==> config.mk <==
export PLATFORM = sky130hd
export DESIGN_NAME = master_addr_fifo_arbiter
export DESIGN_NICKNAME = d
export VERILOG_FILES = /design/src/rtl/master_addr_fifo_arbiter.sv
export SDC_FILE = /design/constraint.sdc
export NUM_CORES = 1
export LEC_CHECK = 0
export ABC_CLOCK_PERIOD_IN_PS = 8400
export CAP_MARGIN = 20
export CORE_AREA = 3 3 145 147
export DETAILED_ROUTE_END_ITERATION = 6
export DIE_AREA = 0 0 148 150
export PLACE_DENSITY = 0.62
export SLEW_MARGIN = 20
export SYNTH_ARGS = -nofsm -noshare
export SYNTH_HDL_FRONTEND = slang
export SYNTH_SLANG_ARGS = --single-unit
==> constraint.sdc <==
create_clock -name i_clk -period 8.4 [get_ports i_clk]
set_clock_uncertainty 0.2 [all_clocks]
set_input_delay 2.52 -clock i_clk [delete_from_list [all_inputs] [get_ports i_clk]]
set_output_delay 2.52 -clock i_clk [all_outputs]
set_load 0.02 [all_outputs]
==> src/rtl/master_addr_fifo_arbiter.sv <==
// Round-robin arbiter with burst lock for the write port of the AXI4 master address FIFO.
// Optional build macro ADDR_ARB_TAG_EN: overwrite the top ID_WIDTH data bits with the owner index.
module master_addr_fifo_arbiter #(
   parameter int NUM_REQ    = 4,
   parameter int DATA_WIDTH = 72,
   parameter int ID_WIDTH   = 2
) (
   input  logic                          i_clk,
   input  logic                          i_rst,
   input  logic [NUM_REQ-1:0]            i_req_valid,
   output logic [NUM_REQ-1:0]            o_req_ready,
   input  logic [NUM_REQ-1:0]            i_req_last,
   input  logic [NUM_REQ*DATA_WIDTH-1:0] i_req_data,
   output logic                          o_fifo_wr_en,
   output logic [DATA_WIDTH-1:0]         o_fifo_wr_data,
   input  logic                          i_fifo_wr_full,
   input  logic                          i_fifo_almost_full,
   output logic [ID_WIDTH-1:0]           o_grant_id,
   output logic                          o_busy
);

   // state  | meaning
   // S_IDLE | no owner; pick the next requester from r_rr_ptr
   // S_LOCK | r_grant_id owns the port until its req_last descriptor transfers
   typedef enum logic {S_IDLE = 1'b0, S_LOCK = 1'b1} state_t;

   state_t                r_state;
   state_t                w_state_nxt;
   logic [ID_WIDTH-1:0]   r_rr_ptr;
   logic [ID_WIDTH-1:0]   r_grant_id;
   logic [ID_WIDTH-1:0]   w_pick;
   logic                  r_wr_en;
   logic [DATA_WIDTH-1:0] r_wr_data;
   logic                  w_space;
   logic                  w_any_valid;
   logic                  w_xfer;
   logic                  w_last;
   logic [DATA_WIDTH-1:0] w_desc;
   logic [DATA_WIDTH-1:0] w_wr_data_nxt;

   // almost_full leaves room for the descriptor held in the output register
   assign w_space     = !i_fifo_wr_full && !i_fifo_almost_full;
   assign w_any_valid = |i_req_valid;
   assign w_desc      = i_req_data[r_grant_id*DATA_WIDTH +: DATA_WIDTH];
   assign w_last      = i_req_last[r_grant_id];
   assign w_xfer      = i_req_valid[r_grant_id] && o_req_ready[r_grant_id];

`ifdef ADDR_ARB_TAG_EN
   assign w_wr_data_nxt = {r_grant_id, w_desc[DATA_WIDTH-ID_WIDTH-1:0]};
`else
   assign w_wr_data_nxt = w_desc;
`endif

   // Scan from the farthest offset down so the nearest valid index at or after r_rr_ptr wins.
   always_comb begin : p_pick
      logic [ID_WIDTH-1:0] v_idx;
      v_idx  = '0;
      w_pick = r_rr_ptr;
      for (int k = NUM_REQ - 1; k >= 0; k--) begin
         v_idx = ID_WIDTH'((int'(r_rr_ptr) + k) % NUM_REQ);
         if (i_req_valid[v_idx]) w_pick = v_idx;
      end
   end

   always_ff @(posedge i_clk or posedge i_rst) begin
      if (i_rst) r_state <= S_IDLE;
      else       r_state <= w_state_nxt;
   end

   always_comb begin
      w_state_nxt = r_state;
      case (r_state)
         S_IDLE: if (w_any_valid)     w_state_nxt = S_LOCK;
         S_LOCK: if (w_xfer && w_last) w_state_nxt = S_IDLE;
      endcase
   end

   always_comb begin
      o_req_ready = '0;
      if (r_state == S_LOCK) o_req_ready[r_grant_id] = w_space;
   end

   always_ff @(posedge i_clk or posedge i_rst) begin
      if (i_rst) begin
         r_rr_ptr   <= '0;
         r_grant_id <= '0;
         r_wr_en    <= 1'b0;
         r_wr_data  <= '0;
      end else begin
         r_wr_en <= w_xfer;
         if (w_xfer) r_wr_data <= w_wr_data_nxt;
         if (r_state == S_IDLE && w_any_valid) r_grant_id <= w_pick;
         if (w_xfer && w_last)
            r_rr_ptr <= (r_grant_id == ID_WIDTH'(NUM_REQ - 1)) ? '0 : r_grant_id + 1'b1;
      end
   end

   assign o_fifo_wr_en   = r_wr_en;
   assign o_fifo_wr_data = r_wr_data;
   assign o_grant_id     = r_grant_id;
   assign o_busy         = (r_state == S_LOCK);

endmodule
==> flow_summary.yaml <==
power:
  power_density_nw_per_um2: 305
  clkPwrFrac_pct: 13.1
  vdd_drop_max_mv: 0.201
  combPwrFrac_pct: 60.2
  leakage_uw: 0.00366
  power.internal_uw: 1850
  netSwitchingFraction_pct: 35.5
  p_sw_uw: 1020
  p_seq_share_pct: 26.7
finish:
  insertedDiodeCount: 0
  fin_area_um2: 9420
  nNetsFinal: 966
  drive_gt1_share_pct: 24.9
  syn_to_final_growth_pct: 80.1
  final_util_pct: 47.0
place:
  place_congestion: 0.809
  port_buffers: 379
  hpwl_mm: 14.7
  dpl-instance-area_um2: 9140
synth:
  yosys-top-cells-area: "dfrtp_1 (37%), mux4_2 (31%), mux2_4 (20%)"
  yosysMostFrequentCell: "dfrtp_1"
  ys_seq_elements: 78
  synth_common_cells: "dfrtp_1 (78), mux4_2 (72), mux2_4 (68)"
  synth-warning-count: 0
  async_flop_share_pct: 100
  syn-num-nets: 597
  ys_types: 32
  synth_ff_type: "dfrtp_1"
  synth_edf_count: 0
  syn_area_um2: 5230
  avgSynthCellArea_um2: 17.8
  synth_top_area_share_pct: 37.3
  syn_inst: 293
  synth_top_cell_by_area: "dfrtp_1"
  ys_seq_area_share_pct: 37.3
run:
  max_cap_viol_count: 0
timing:
  min_period_over_period_pct: 79.6
  worst_pin_slew_ns: 0.805
  slew_headroom_pct: 46.4
  fmax_ghz: 0.149
  setup_violations: 0
  fin_tns_setup_ns: 0
  hold_violations: 0
  fin_crit_ns: 6.69
  rsz0062_at_grt: "false"
  drv_slew: 0
cts:
  cts_setup_buffers: 0
  path_clk_slew_ns: 0.05
  cts_made_buffers: 9
  clk_latency_ns: 0.32
  root_buffer: "clkbuf_16"
  cts_tree: "done"
  clk_path_buf_depth: 2
  cts.sink_count: 78
  cts_hold_buf: 0
  cts_resized: 0
  ctsHtreeMaxLevel: 3
run_status:
  outcome: "complete, no violations"
worst_setup_path:
  cp-startpoint: "i_fifo_almost_full"
  cp-start-kind: "input port"
  critPathArrivalTime_ns: 3.97
  path_max_fanout: 6
  end_kind: "output pin"
  crit_type: "in2out"
  required_ns: 5.68
  r2r_start: "o_grant_id[0]"
drt:
  wl_mm: 18.5
  drt_iter0_drc: 111
  drt-vias-per-instance: 4.60
  detail-route-antenna-nets: 0
  wl_per_cell_um: 19.8
  drc: 0
  firstDrtPassIters: 6
  num_vias: 4301
global_route:
  antenna_found_initial: 0
  track_usage_pct: 16.1
  grt-ovfl-total: 0
  first_global_vias: 4872
  grt_max_degree: 79
  grt_pass1_wl_mm: 27.9
hold_path:
  min_path_type: "reg2reg"
  worstHoldStart: "o_fifo_wr_data[40]"
floorplanning:
  fp-row-count: 52
  pin_count: 380
  start_util_pct: 26.1
  die_y_um: 150
  die_x_um: 148
  fp.coreArea_um2: 20000
  die_area_um2: 22200
==> registers in the layout, summed over array words and instances (netlist names) <==
register,flops
o_fifo_wr_data,72
o_fifo_wr_en,1
o_busy,1
o_grant_id,2
r_rr_ptr,2
==> area by class of cell <==
cell class,instances,area [um^2]
Multi-Input combinational cell,184,2990
Clock buffer,11,233
Inverter,6,23.8
Timing Repair Buffer,383,3830
Fill cell,1810,10600
Tap cell,270,338
Sequential cell,78,1960
Clock inverter,4,48.8
==> through the flow <==
stage               worst slack [ns]  total power [uW]  cells  hold WS [ns]
finish                          1.71              2870    936         0.300
global route                    1.65              3040    936         0.317
CTS                             1.71              2930    936         0.302
detailed placement              1.73              2520    921         0.284
global placement                1.72              2510    921         0.269
floorplan                       2.71              1870    293         0.314
==> power groups by stage <==
stage	clock (uW)	sequential (uW)	combinational (uW)
2_1_floorplan	0	901	973
3_3_place_gp	0	769	1740
3_5_place_dp	0	778	1750
4_1_cts	390	777	1760
5_1_grt	406	809	1820
6_report	376	767	1730
==> final timing paths <==
path / end / slack (ns) / cells after the start
worst max-delay path: o_req_ready[0] / 1.71 / 4
worst min register to register: o_fifo_wr_data[40] / 0.30 / 1
worst max register to register: o_fifo_wr_data[42] / 4.01 / 7
max in group asynchronous: o_grant_id[0] / 4.91 / 3
worst min-delay path: o_fifo_wr_data[40] / 0.30 / 1
min in group asynchronous: o_fifo_wr_data[5] / 2.50 / 3
==> per-layer routing <==
layer,up-vias,wire [um],track usage [%]
li1,1920,-,-
met1,2152,6680,18.1
met2,214,10000,29.9
met3,15,1590,4.75
met4,0,240,4.25
met5,-,0,0
==> kinds of logic after synthesis <==
kind of cell    after synthesis  share of synthesized area [%]
mux                         149                           52.4
flops                        78                           37.3
buf+inv                      31                           5.50
simple gates                 18                           2.15
compound gates               13                           1.70
fa+ha+maj                     4                          0.957
==> critical path, stage by stage <==
cell             delay [ns]
clkdlybuf4s50_1        0.44
nor3_4                 0.23
and2_1                 0.16
clkdlybuf4s50_1        0.61
==> cells in the final DEF (no fill, tap or decap), types with 3 or more instances in the layout <==
cell / instances
and2_1: 4
buf_4: 3
clkbuf_16: 9
clkdlybuf4s50_1: 379
clkinv_2: 3
dfrtp_1: 76
ha_1: 4
inv_1: 3
mux2_1: 3
mux2_4: 68
mux2i_1: 4
mux4_2: 72
nor2_1: 3
o21ai_0: 3
Note: power is estimated with default switching activity, not from simulation.
==> RTL edit, RTL diff (same settings) <==
Set the parameter `DATA_WIDTH` to 80 (it was 72).
--- a/src/rtl/master_addr_fifo_arbiter.sv
+++ b/src/rtl/master_addr_fifo_arbiter.sv
@@ -4,3 +4,3 @@
    parameter int NUM_REQ    = 4,
-   parameter int DATA_WIDTH = 72,
+   parameter int DATA_WIDTH = 80,
    parameter int ID_WIDTH   = 2
Interface: changed (resized i_req_data and o_fifo_wr_data); port bits go from 380 to 420. No check against the original RTL was run, so the function may have changed too.
==> RTL edit against the original RTL <==
Total power rose by 6.2%; area after synthesis rose by 11%; critical path type unchanged; non-clock buffer count rose by 39; sequential cell count rose by 8; setup slack got worse by 0.070 ns; via count rose by 10%; largest cell class unchanged; routed wire length rose by 16%; utilization rose by 4.4 points; sequential power rose by 9.1%; design area rose by 9.5%; largest power group unchanged; critical path depth did not move; first-iteration DRC count rose by 60%; die area did not move.
==> RTL edit: results (changes against the original RTL) <==
status = finished, final reports clean
first-pass GRT wire length = 32160 um (+15%)
vias in the first global route = 5285 (+8.5%)
Post-Synthesis Cells = 319 (+8.9%)
largest net degree at the start of global routing = 87 (+10%)
Vias per Instance = 4.734 (+3.0%)
reg2reg end = o_fifo_wr_data[53]$_DFFE_PP0P_
post-synthesis adder-cell area fraction = 0.8619% (-0.095 points)
Leak Pwr = 3.957 nW (+8.0%)
Clock Tree Buf Depth = 2 (unchanged)
max FFs per register = 80 (+11%)
1st-pass router iterations = 4 (-2)
routed len/inst = 21.58 um (+9.0%)
DP Wirelength = 17600 um (+20%)
VDD IR-drop max = 162.4 uV (-19%)
critical path arrival = 4.04 ns (+0.07 ns)
dpl cell area = 10040 um^2 (+9.9%)
Placement Setup Slack = 1.636 ns (-0.09025 ns)
Total Wirelength = 21560 um (+16%)
slew margin rel. = 44.07% (-2.3 points)
top area cells in the synthesized netlist = dfrtp_1 (37%), mux4_2 (31%), mux2_4 (20%)
Starting DRT DRC Count = 178 (+60%)
Netlist cell types = 31 (-3.1%)
Final Cycle Share = 80.47% (+0.84 points)
number of cells in the design after placement = 983 (+6.7%)
gr usage total = 18.84% (+2.7 points)
crit path capture = o_req_ready[1]
sequential area share after synthesis = 37.06% (-0.26 points)
WHS Endpoint = o_fifo_wr_data[21]$_DFFE_PP0P_
final core occ = 51.45% (+4.4 points)
Synth Area in Compound Gates = 1.681% (-0.018 points)
port bufs = 419 (+11%)
Final nets = 1060 (+9.7%)
Mapped Nets = 655 (+9.7%)
routability-driven placement congestion ratio = 0.8253 (+2.0%)
FF-to-FF setup slack = 4.15 ns (+0.14 ns)
RR Startpoint = o_grant_id[1]$_DFFE_PP0P_
[RTL edit: cell count changes after synthesis, moves of 2 or more]
cell and change:
inv_2 -2, buf_8 -12, dfrtp_1 +8, mux2_1 -3, mux4_2 +7, buf_12 +9
buf_6 +6, mux2_4 +10
[RTL edit: metal layers]
metal | track usage (%) | vias to the layer above | share of wire [%]
li1 | - | 2103 | -
met1 | 22.02 | 2394 | 37
met2 | 34.39 | 214 | 54
met3 | 5.179 | 18 | 7.5
met4 | 4.480 | 0 | 1.3
met5 | 0 | - | 0
[RTL edit: layout make-up]
class                      instances  share of cell area (%)
timing repair buffer             422                   40.89
multi-input combinational        200                   32.04
sequential                        86                   20.94
tap                              270                   3.276
clock buffer                      13                   2.427
inverter                           5                  0.2306
clock inverter                     3                  0.1942
[RTL edit: where the power goes]
| part | switching, mW | internal [mW] |
|---|---|---|
| combinational | 0.728 | 1.13 |
| clock | 0.149 | 0.208 |
| sequential | 0.211 | 0.626 |
